`src/rtl/mem_write_seq.sv`:
```
// mem_write_seq: writes one captured 4-word line to memory as four sequential beats.
// Latency: start sampled at edge N -> beats in the four cycles after edges N..N+3, done pulse after edge N+4.
// Backpressure: with MEM_WRITE_STALL_EN defined, stall=1 holds the current beat; otherwise stall is ignored.
//
// Ports:
//   clk       rising-edge clock
//   rst       asynchronous active-high reset
//   start     request to write one line (honoured only in IDLE)
//   addr      line byte address, bits [2:0] ignored
//   data_in   line data, word k = data_in[k*WORD_W +: WORD_W]
//   stall     memory not ready (used only when MEM_WRITE_STALL_EN is defined)
//   wr        write strobe for the current beat
//   index     current beat number 0..3
//   mem_addr  beat byte address {line, beat, 1'b0}
//   mem_data  beat write data
//   busy      sequencer is writing a line
//   done      one-cycle pulse after the last beat is accepted
//
// Configuration macro: MEM_WRITE_STALL_EN (stall support).

module mem_write_seq #(
    parameter int WORD_W = 16
) (
    input  logic                clk,
    input  logic                rst,
    input  logic                start,
    input  logic [15:0]         addr,
    input  logic [4*WORD_W-1:0] data_in,
    input  logic                stall,
    output logic                wr,
    output logic [1:0]          index,
    output logic [15:0]         mem_addr,
    output logic [WORD_W-1:0]   mem_data,
    output logic                busy,
    output logic                done
);

    typedef enum logic [1:0] {
        S_IDLE  = 2'd0,
        S_WRITE = 2'd1,
        S_DONE  = 2'd2
    } state_t;

    state_t                   state_q, state_d;
    logic [1:0]               beat_q, beat_d;
    logic [12:0]              line_q, line_d;
    logic [3:0][WORD_W-1:0]   data_q, data_d;
    logic                     beat_accept;

`ifdef MEM_WRITE_STALL_EN
    // Memory accepts the current beat only when it is not stalling.
    assign beat_accept = ~stall;

    // Byte offset within the line is never used: beats are word aligned.
    logic unused_addr_bits;
    assign unused_addr_bits = ^addr[2:0];
`else
    // Fixed-rate line: every WRITE cycle retires a beat, stall is tied off.
    assign beat_accept = 1'b1;

    logic unused_inputs;
    assign unused_inputs = ^{addr[2:0], stall};
`endif

    // ------------------------------------------------------------------
    // State register
    // ------------------------------------------------------------------
    always_ff @(posedge clk or posedge rst) begin
        if (rst) begin
            state_q <= S_IDLE;
            beat_q  <= 2'd0;
            line_q  <= 13'd0;
            data_q  <= '0;
        end else begin
            state_q <= state_d;
            beat_q  <= beat_d;
            line_q  <= line_d;
            data_q  <= data_d;
        end
    end

    // ------------------------------------------------------------------
    // Next-state logic
    // ------------------------------------------------------------------
    always_comb begin
        state_d = state_q;
        beat_d  = beat_q;
        line_d  = line_q;
        data_d  = data_q;

        case (state_q)
            S_IDLE: begin
                // Capture happens only here, so later addr/data_in changes
                // and start pulses during a line cannot disturb it.
                if (start) begin
                    state_d = S_WRITE;
                    beat_d  = 2'd0;
                    line_d  = addr[15:3];
                    data_d  = data_in;
                end
            end

            S_WRITE: begin
                if (beat_accept) begin
                    if (beat_q == 2'd3) begin
                        // Last beat retired: leave WRITE rather than wrapping
                        // the counter into a fifth write.
                        state_d = S_DONE;
                        beat_d  = 2'd0;
                    end else begin
                        beat_d  = beat_q + 2'd1;
                    end
                end
            end

            S_DONE: begin
                state_d = S_IDLE;
                beat_d  = 2'd0;
            end

            default: begin
                state_d = S_IDLE;
                beat_d  = 2'd0;
            end
        endcase
    end

    // ------------------------------------------------------------------
    // Output logic (Moore): all beat outputs are zero outside WRITE, and
    // because they decode only registered state, reset clears them at once.
    // ------------------------------------------------------------------
    always_comb begin
        wr       = 1'b0;
        busy     = 1'b0;
        done     = 1'b0;
        index    = 2'd0;
        mem_addr = 16'd0;
        mem_data = '0;

        case (state_q)
            S_WRITE: begin
                wr       = 1'b1;
                busy     = 1'b1;
                index    = beat_q;
                mem_addr = {line_q, beat_q, 1'b0};
                mem_data = data_q[beat_q];
            end

            S_DONE: begin
                done     = 1'b1;
            end

            default: begin
            end
        endcase
    end

endmodule

```
`config.mk`:
```
export PLATFORM = sky130hd
export DESIGN_NAME = mem_write_seq
export DESIGN_NICKNAME = d
export VERILOG_FILES = /design/src/rtl/mem_write_seq.sv
export SDC_FILE = /design/constraint.sdc
export NUM_CORES = 1
export LEC_CHECK = 0
export ABC_AREA = 1
export CAP_MARGIN = 30
export CORE_ASPECT_RATIO = 1.1
export CORE_MARGIN = 2
export CORE_UTILIZATION = 49
export CTS_BUF_LIST = sky130_fd_sc_hd__clkbuf_4
export CTS_CLUSTER_DIAMETER = 60
export CTS_CLUSTER_SIZE = 20
export DETAILED_ROUTE_END_ITERATION = 8
export PLACE_DENSITY = 0.84
export RECOVER_POWER = 100
export SLEW_MARGIN = 5
export SYNTH_ARGS = -nofsm -noshare
export SYNTH_HDL_FRONTEND = slang
export SYNTH_SLANG_ARGS = --single-unit
```
`constraint.sdc`:
```
create_clock -name clk -period 3.5 [get_ports clk]
set_clock_uncertainty 0.15 [all_clocks]
set_input_delay 0.35 -clock clk [delete_from_list [all_inputs] [get_ports clk]]
set_output_delay 0.35 -clock clk [all_outputs]
set_load 0.01 [all_outputs]
```
==> results of run 1 <==
-- cell type report --
cell class	instances	area [µm²]	share of cell area
multi-input combinational	294	1550	0.2894
clock buffer	9	67.56	0.01261
tap	111	138.9	0.02592
timing repair buffer	122	1186	0.2214
inverter	84	316.6	0.05908
sequential	81	2027	0.3783
clock inverter	7	71.32	0.01331
-- worst max-delay path: cells and delay by family, from the launching register on --
kind | cells | cell delay (ns)
AOI/OAI and AO/OA | 1 | 0.22
buffers and inverters | 3 | 1.31
DFF | 1 | 0.41
and+or+nand+nor | 2 | 0.29
-- where the power goes --
| part | switching (W) | internal (W) |
|---|---|---|
| Sequential | 0.000144 | 0.00137 |
| Clock | 0.000327 | 0.000217 |
| Combinational | 0.00147 | 0.00103 |
| Total | 0.00195 | 0.00261 |
-- placed cells by master, fill, tap and decap left out, drive strengths merged --
master / synthesis / layout
a21oi: 93 / 93
buf: 33 / 3
bufinv: 0 / 1
clkbuf: 1 / 13
clkdlybuf4s50: 0 / 80
clkinv: 0 / 5
clkinvlp: 0 / 2
conb: 1 / 1
dfrtp: 81 / 81
dlygate4sd3: 0 / 35
ha: 1 / 1
inv: 84 / 83
nand2: 68 / 68
nand3: 33 / 33
nor2: 95 / 95
o21ai: 3 / 3
-- metal layers --
layer / share of wire / track usage / vias to the layer above / routed length [µm]
met5: 0 / 0 / - / 0
met4: 0.016 / 0.08840 / 0 / 159
met3: 0.062 / 0.03366 / 12 / 612
met2: 0.49 / 0.3705 / 115 / 4847
met1: 0.43 / 0.2879 / 1595 / 4177
li1: - / - / 1701 / -
-- state kept, by name, summed over array words and instances (netlist names) --
register	flops
line_q	13
data_q	64
beat_q	2
state_q	2
-- per-stage QoR --
step                      hold WS [ns]  power, W
after floorplan                 0.3298  0.003283
after CTS                       0.1033  0.004746
final                           0.3514  0.004560
after global placement          0.3421  0.004112
after global routing            0.3496  0.004923
after detailed placement        0.3470  0.004198
-- path summary, 6_finish.rpt --
kind	slack, ns	end	depth (start not counted)
worst max-delay path	0.33	mem_data[11]	6
worst min-delay path	0.35	data_q[2]	3
worst max register to register	0.41	data_q[11]	5
worst min register to register	0.38	line_q[10]	2
max in group asynchronous	0.70	data_q[53]	3
min in group asynchronous	0.48	data_q[14]	2
-- logic make-up (layout without fill, tap and decap cells) --
logic type,Yosys count,count (layout)
simple gates,196,196
buf+inv,118,222
compound gates,96,96
flops,81,81
fa+ha+maj,1,1
other cells,1,1
==> metrics.csv, run 1 <==
metric,value,unit
via count,3423,
Lkg Pwr,2.597,nW
Synth async-reset ratio,1.000,
layout cells sized above 1,0.1558,
clock latency on the worst-skew pair,0.41,ns
final hold violations,0,
GR Overflow Total,0,
final period utilization,0.9064,
io pins,121,
IO buf count,115,
CTS root buffer,clkbuf_4,
post_cts resized,0,
slowest cell delay on critical path,0.63,ns
WS Path Type,register to output port,
Chip Height,101.1,µm
Startpoint Class,register,
ANT nets after route,0,
Setup WS post-layout,0.3275,ns
"Max stage delay cell, worst path",dlygate4sd3_1,
Post-CTS Setup Bufs,0,
WL/cell,13.84,µm
Max-cap violations,2,
Mapped Cells,493,
cell area power density,851.2,nW/µm²
Fmax achieved,315.2,MHz
TritonCTS Buffers,9,
drt pass-1 iters,4,
failing checks,"capacitance limit, slew limit",
die area,9324,µm²
"top cells by count, synth","nor2_1 (94), inv_1 (82), dfrtp_1 (81), a21oi_2 (77), nand2_1 (67)",
critical path startpoint,beat_q[0],
H-tree depth,3,
register area share after synthesis,0.4829,
Synth top area share,0.4829,
clock tree buffer depth,2,
Synth cell types,17,
Worst VDD drop,0.6059,mV
area delta synth->final,27.63,%
Initial Util,0.5019,
mux cell area share after synthesis,0,
"Core Util, Final",0.6405,
diode count,0,
unrepaired setup endpoints after global routing,no,
Synth Area in Compound Gates,0.1833,
Slew headroom,-0.05724,
WL final,9797,µm
Synthesis Warnings,0,
mapped cell area,4198,µm²
all-layer global routing usage,0.2203,
Yosys top cell by area,dfrtp_1,
CP required,3.00,ns
detailed placement HPWL,7140,µm
via density per instance,4.835,
top post-synthesis cells by area,"dfrtp_1 (48%), a21oi_2 (16%), nor2_1 (8.4%), inv_1 (7.3%), nand2_1 (6.0%)",
Placed Area,5280,µm²
outcome,"complete, but fails checks",
Slew Limit Fails,98,
Worst Setup End Kind,output port,
Syn Area/Cell,8.515,µm²
floorplan row count,35,
HP Start,data_in[2],
R2R Path Start,state_q[0],
Chip Width,92.25,µm
hold crit path type,input pin to register,
minimum clock period,3.173,ns
Synth Area in Simple Gates,0.1863,
critical path peak fanout,35,
Post-synth EDFFs,0,
DRC,0,
Post-Layout Cell Count,708,
DR iter-0 viols,205,
clock slew at reported path FFs,0.14,ns
post-route cell area,5358,µm²
core box area,8364,µm²
xor and xnor area share after synthesis,0,
initial antenna violation count,0,
pre-CTS setup slack,0.8643,ns
largest net degree at the start of global routing,67,
Post-Synth Adder-Cell Area,0.002981,
largest family of logic cells by synthesized area,simple AND/OR/NAND/NOR gates,
placed cell count,692,
fill count,709,
Post-Route Setup TNS,0,ns
CP cell instances,buf_4 -> inv_2 -> nand2_1 -> nand3_1 -> a21oi_1 -> dlygate4sd3_1,
"Top FF cell, synth",dfrtp_1,
TritonCTS clock tree,built,
number of global-route vias before repair,3423,
RePlAce Congestion,0.8869,
most common cell in the netlist,nor2_1,
global-route wire length before repair,16000,µm
Final setup violation count,0,
register bit total from synthesis,81,
Final nets,677,
worst slew pin tran,1.586,ns
Synth Net Count,578,
Arrival @ worst endpoint,2.67,ns
CTS Sinks,81,
hold buffers post-CTS,0,
Note: power is estimated with default switching activity, not from simulation.
==> inputs of run 2 (changes only) <==
--- a/config.mk
+++ b/config.mk
@@ -9,13 +9,14 @@
 export CAP_MARGIN = 30
 export CORE_ASPECT_RATIO = 1.1
 export CORE_MARGIN = 2
-export CORE_UTILIZATION = 49
+export CORE_UTILIZATION = 45
 export CTS_BUF_LIST = sky130_fd_sc_hd__clkbuf_4
 export CTS_CLUSTER_DIAMETER = 60
 export CTS_CLUSTER_SIZE = 20
 export DETAILED_ROUTE_END_ITERATION = 8
-export PLACE_DENSITY = 0.84
+export PLACE_DENSITY = 0.81
 export RECOVER_POWER = 100
+export SKIP_CTS_REPAIR_TIMING = 1
 export SLEW_MARGIN = 5
 export SYNTH_ARGS = -nofsm -noshare
 export SYNTH_HDL_FRONTEND = slang
==> constraint.sdc (replaced) <==
create_clock -name clk -period 2.7 [get_ports clk]
set_clock_uncertainty 0.15 [all_clocks]
set_input_delay 0.81 -clock clk [delete_from_list [all_inputs] [get_ports clk]]
set_output_delay 0.81 -clock clk [all_outputs]
set_load 0.01 [all_outputs]
==> run 2 against run 1 <==
The run now ends clean. Clock power is 31% higher. Sequential share of layout area is 0.76 points lower. Register-to-register slack better by 0.20 ns. Final cell count is 1.7% higher. Utilization is 3.1 points lower. Sequential power is 28% higher. Critical path depth is 1 lower. Flip-flop and latch count stayed put. Die area is 8.5% higher. Worst hold slack better by 0.020 ns. Clock-buffer cell count stayed put. Largest cell class unchanged.
==> metrics.csv, run 2 (synthesis results as in run 1) <==
metric,value,unit,change
RePlAce Congestion,0.8958,,+1.0%
H-tree depth,3,,unchanged
final hold violations,0,,unchanged
all-layer global routing usage,0.2129,,-0.007374
R2R cell count,5,,unchanged
worst slew pin tran,1.100,ns,-0.4861 ns
Final setup violation count,0,,unchanged
Setup WS post-layout,0.1056,ns,-0.2219 ns
HP Start,data_q[48],,
DR iter-0 viols,204,,-0.49%
drt pass-1 iters,4,,unchanged
switching pwr,0.002601,W,+34%
Lkg Pwr,2.784,nW,+7.2%
outcome,completed,,
"Core Util, Final",0.6100,,-0.03054
io pins,121,,unchanged
Hold Path Sink,data_q[48],,
IO buf count,115,,unchanged
DRC,0,,unchanged
max reg flops,64,,unchanged
via count,3492,,+2.0%
WL/cell,14.32,µm,+3.5%
cell area power density,1105,nW/µm²,+30%
fill count,786,,+11%
global-route wire length before repair,16660,µm,+4.1%
internal power,0.003442,W,+32%
Chip Width,96.09,µm,+4.2%
WS Path Type,register to output port,,
area delta synth->final,30.25,%,
via density per instance,4.850,,+0.32%
WL final,10310,µm,+5.2%
hold depth,2,,-1
CP required,1.74,ns,-1.26 ns
core box area,8964,µm²,+7.2%
critical path peak fanout,25,,-29%
layout cells sized above 1,0.1766,,+0.02079
ANT nets after route,0,,unchanged
flop2flop setup slack,0.61,ns,+0.20 ns
final period utilization,0.9609,,
GR Overflow Total,0,,unchanged
diode count,0,,unchanged
Logic pwr share,0.562,,+0.012
Seq pwr share,0.321,,-0.010
Final nets,686,,+1.3%
FF-to-FF End,data_q[12],,
TritonCTS clock tree,built,,
CP cell instances,buf_6 -> nand2_1 -> nand3_1 -> a21oi_1 -> clkbuf_1,,
CTS root buffer,clkbuf_4,,
Slew Limit Fails,0,,-100%
R2R Path Start,state_q[1],,
unrepaired setup endpoints after global routing,no,,
Post-Layout Cell Count,720,,+1.7%
largest net degree at the start of global routing,82,,+22%
detailed placement HPWL,7334,µm,+2.7%
Fmax achieved,385.4,MHz,
die area,10120,µm²,+8.5%
Startpoint Class,register,,
most frequent cells in the layout,"nor2_1 (94), inv_1 (81), dfrtp_1 (81)",,
clock latency on the worst-skew pair,0.42,ns,about the same
clock slew at reported path FFs,0.12,ns,-0.02 ns
Worst Setup End Kind,output port,,
TritonCTS Buffers,9,,unchanged
initial antenna violation count,0,,unchanged
Arrival @ worst endpoint,1.63,ns,-1.04 ns
"most common cell after layout, fill and taps aside",nor2_1,,
slowest cell delay on critical path,0.43,ns,-0.20 ns
placed cell count,704,,+1.7%
clock network fraction of design power,0.118,,about the same
pre-CTS setup slack,0.1299,ns,-0.7344 ns
clock tree buffer depth,2,,unchanged
Chip Height,105.3,µm,+4.2%
Slew headroom,0.2668,,+0.3240
minimum clock period,2.594,ns,
post-route cell area,5468,µm²,+2.1%
hold crit path type,register to register,,
Placed Area,5416,µm²,+2.6%
"Max stage delay cell, worst path",dfrtp_1,,
CTS Sinks,81,,unchanged
number of global-route vias before repair,3590,,+4.9%
floorplan row count,36,,+2.9%
Max-cap violations,0,,-2
Reg with most FFs,data_q,,
Initial Util,0.4683,,-0.03356
Final Power,0.006043,W,+33%
Worst VDD drop,0.6237,mV,+2.9%
Sw Share,0.4304,,+0.003843
biggest regs,"data_q: 64 flops, line_q: 13 flops",,
## run 2: cell count changes in the layout (fill, tap and decap cells not counted), moves of 2 or more
cell,delta
dlymetal6s4s_1,+8
dlygate4sd3_1,-32
buf_4,+3
clkdlybuf4s25_1,+5
clkbuf_1,+12
buf_12,+5
dlymetal6s2s_1,+8
clkdlybuf4s50_1,-3
buf_6,+2
clkinvlp_4,+2
## run 2: worst max-delay path by stage
stage,startpoint,to,slack (ns),cells past startpoint
2_1_floorplan,beat_q[1],mem_addr[2],0.64,5
3_3_place_gp,beat_q[0],mem_data[4],0.16,5
3_5_place_dp,beat_q[0],mem_data[10],0.13,5
4_1_cts,beat_q[0],mem_data[10],-0.36,5
5_1_grt,beat_q[0],mem_data[14],0.006,6
6_report,beat_q[0],mem_data[10],0.11,5
## run 2: worst max-delay path, delay by kind of cell (launching register included)
family,cells,cell delay (ns)
buf+inv,2,0.37
flops,1,0.43
compound gates,1,0.21
simple gates,2,0.20
## run 2: layout make-up
type | count | area, µm² | share of cell area
Clock buffer | 9 | 67.56 | 0.01236
Multi-Input combinational cell | 294 | 1554 | 0.2842
Timing Repair Buffer | 131 | 1284 | 0.2348
Sequential cell | 81 | 2027 | 0.3707
Inverter | 84 | 321.6 | 0.05881
Tap cell | 114 | 142.6 | 0.02609
Clock inverter | 7 | 71.32 | 0.01304
## run 2: stage by stage
| stage | setup TNS, ns | hold WS, ns |
|---|---|---|
| global route | 0 | 0.3876 |
| CTS | -7.449 | 0.3760 |
| global placement | 0 | 0.3424 |
| detailed placement | 0 | 0.3478 |
| floorplan | 0 | 0.3298 |
| finish | 0 | 0.3713 |
## run 2: power groups by stage
stage          Clock [W]  Combinational [W]  Sequential [W]
3_3_place_gp           0            0.00358         0.00194
5_1_grt         0.000793            0.00374         0.00200
3_5_place_dp           0            0.00366         0.00197
6_report        0.000711            0.00339         0.00194
4_1_cts         0.000730            0.00369         0.00194
2_1_floorplan          0            0.00234         0.00191
## run 2: layer usage
layer / GRT usage / up-vias / wire, µm
met3: 0.04932 / 24 / 833
met5: 0 / - / 0
met4: 0.09490 / 0 / 330
met1: 0.2704 / 1631 / 4166
li1: - / 1719 / -
met2: 0.3423 / 118 / 4977
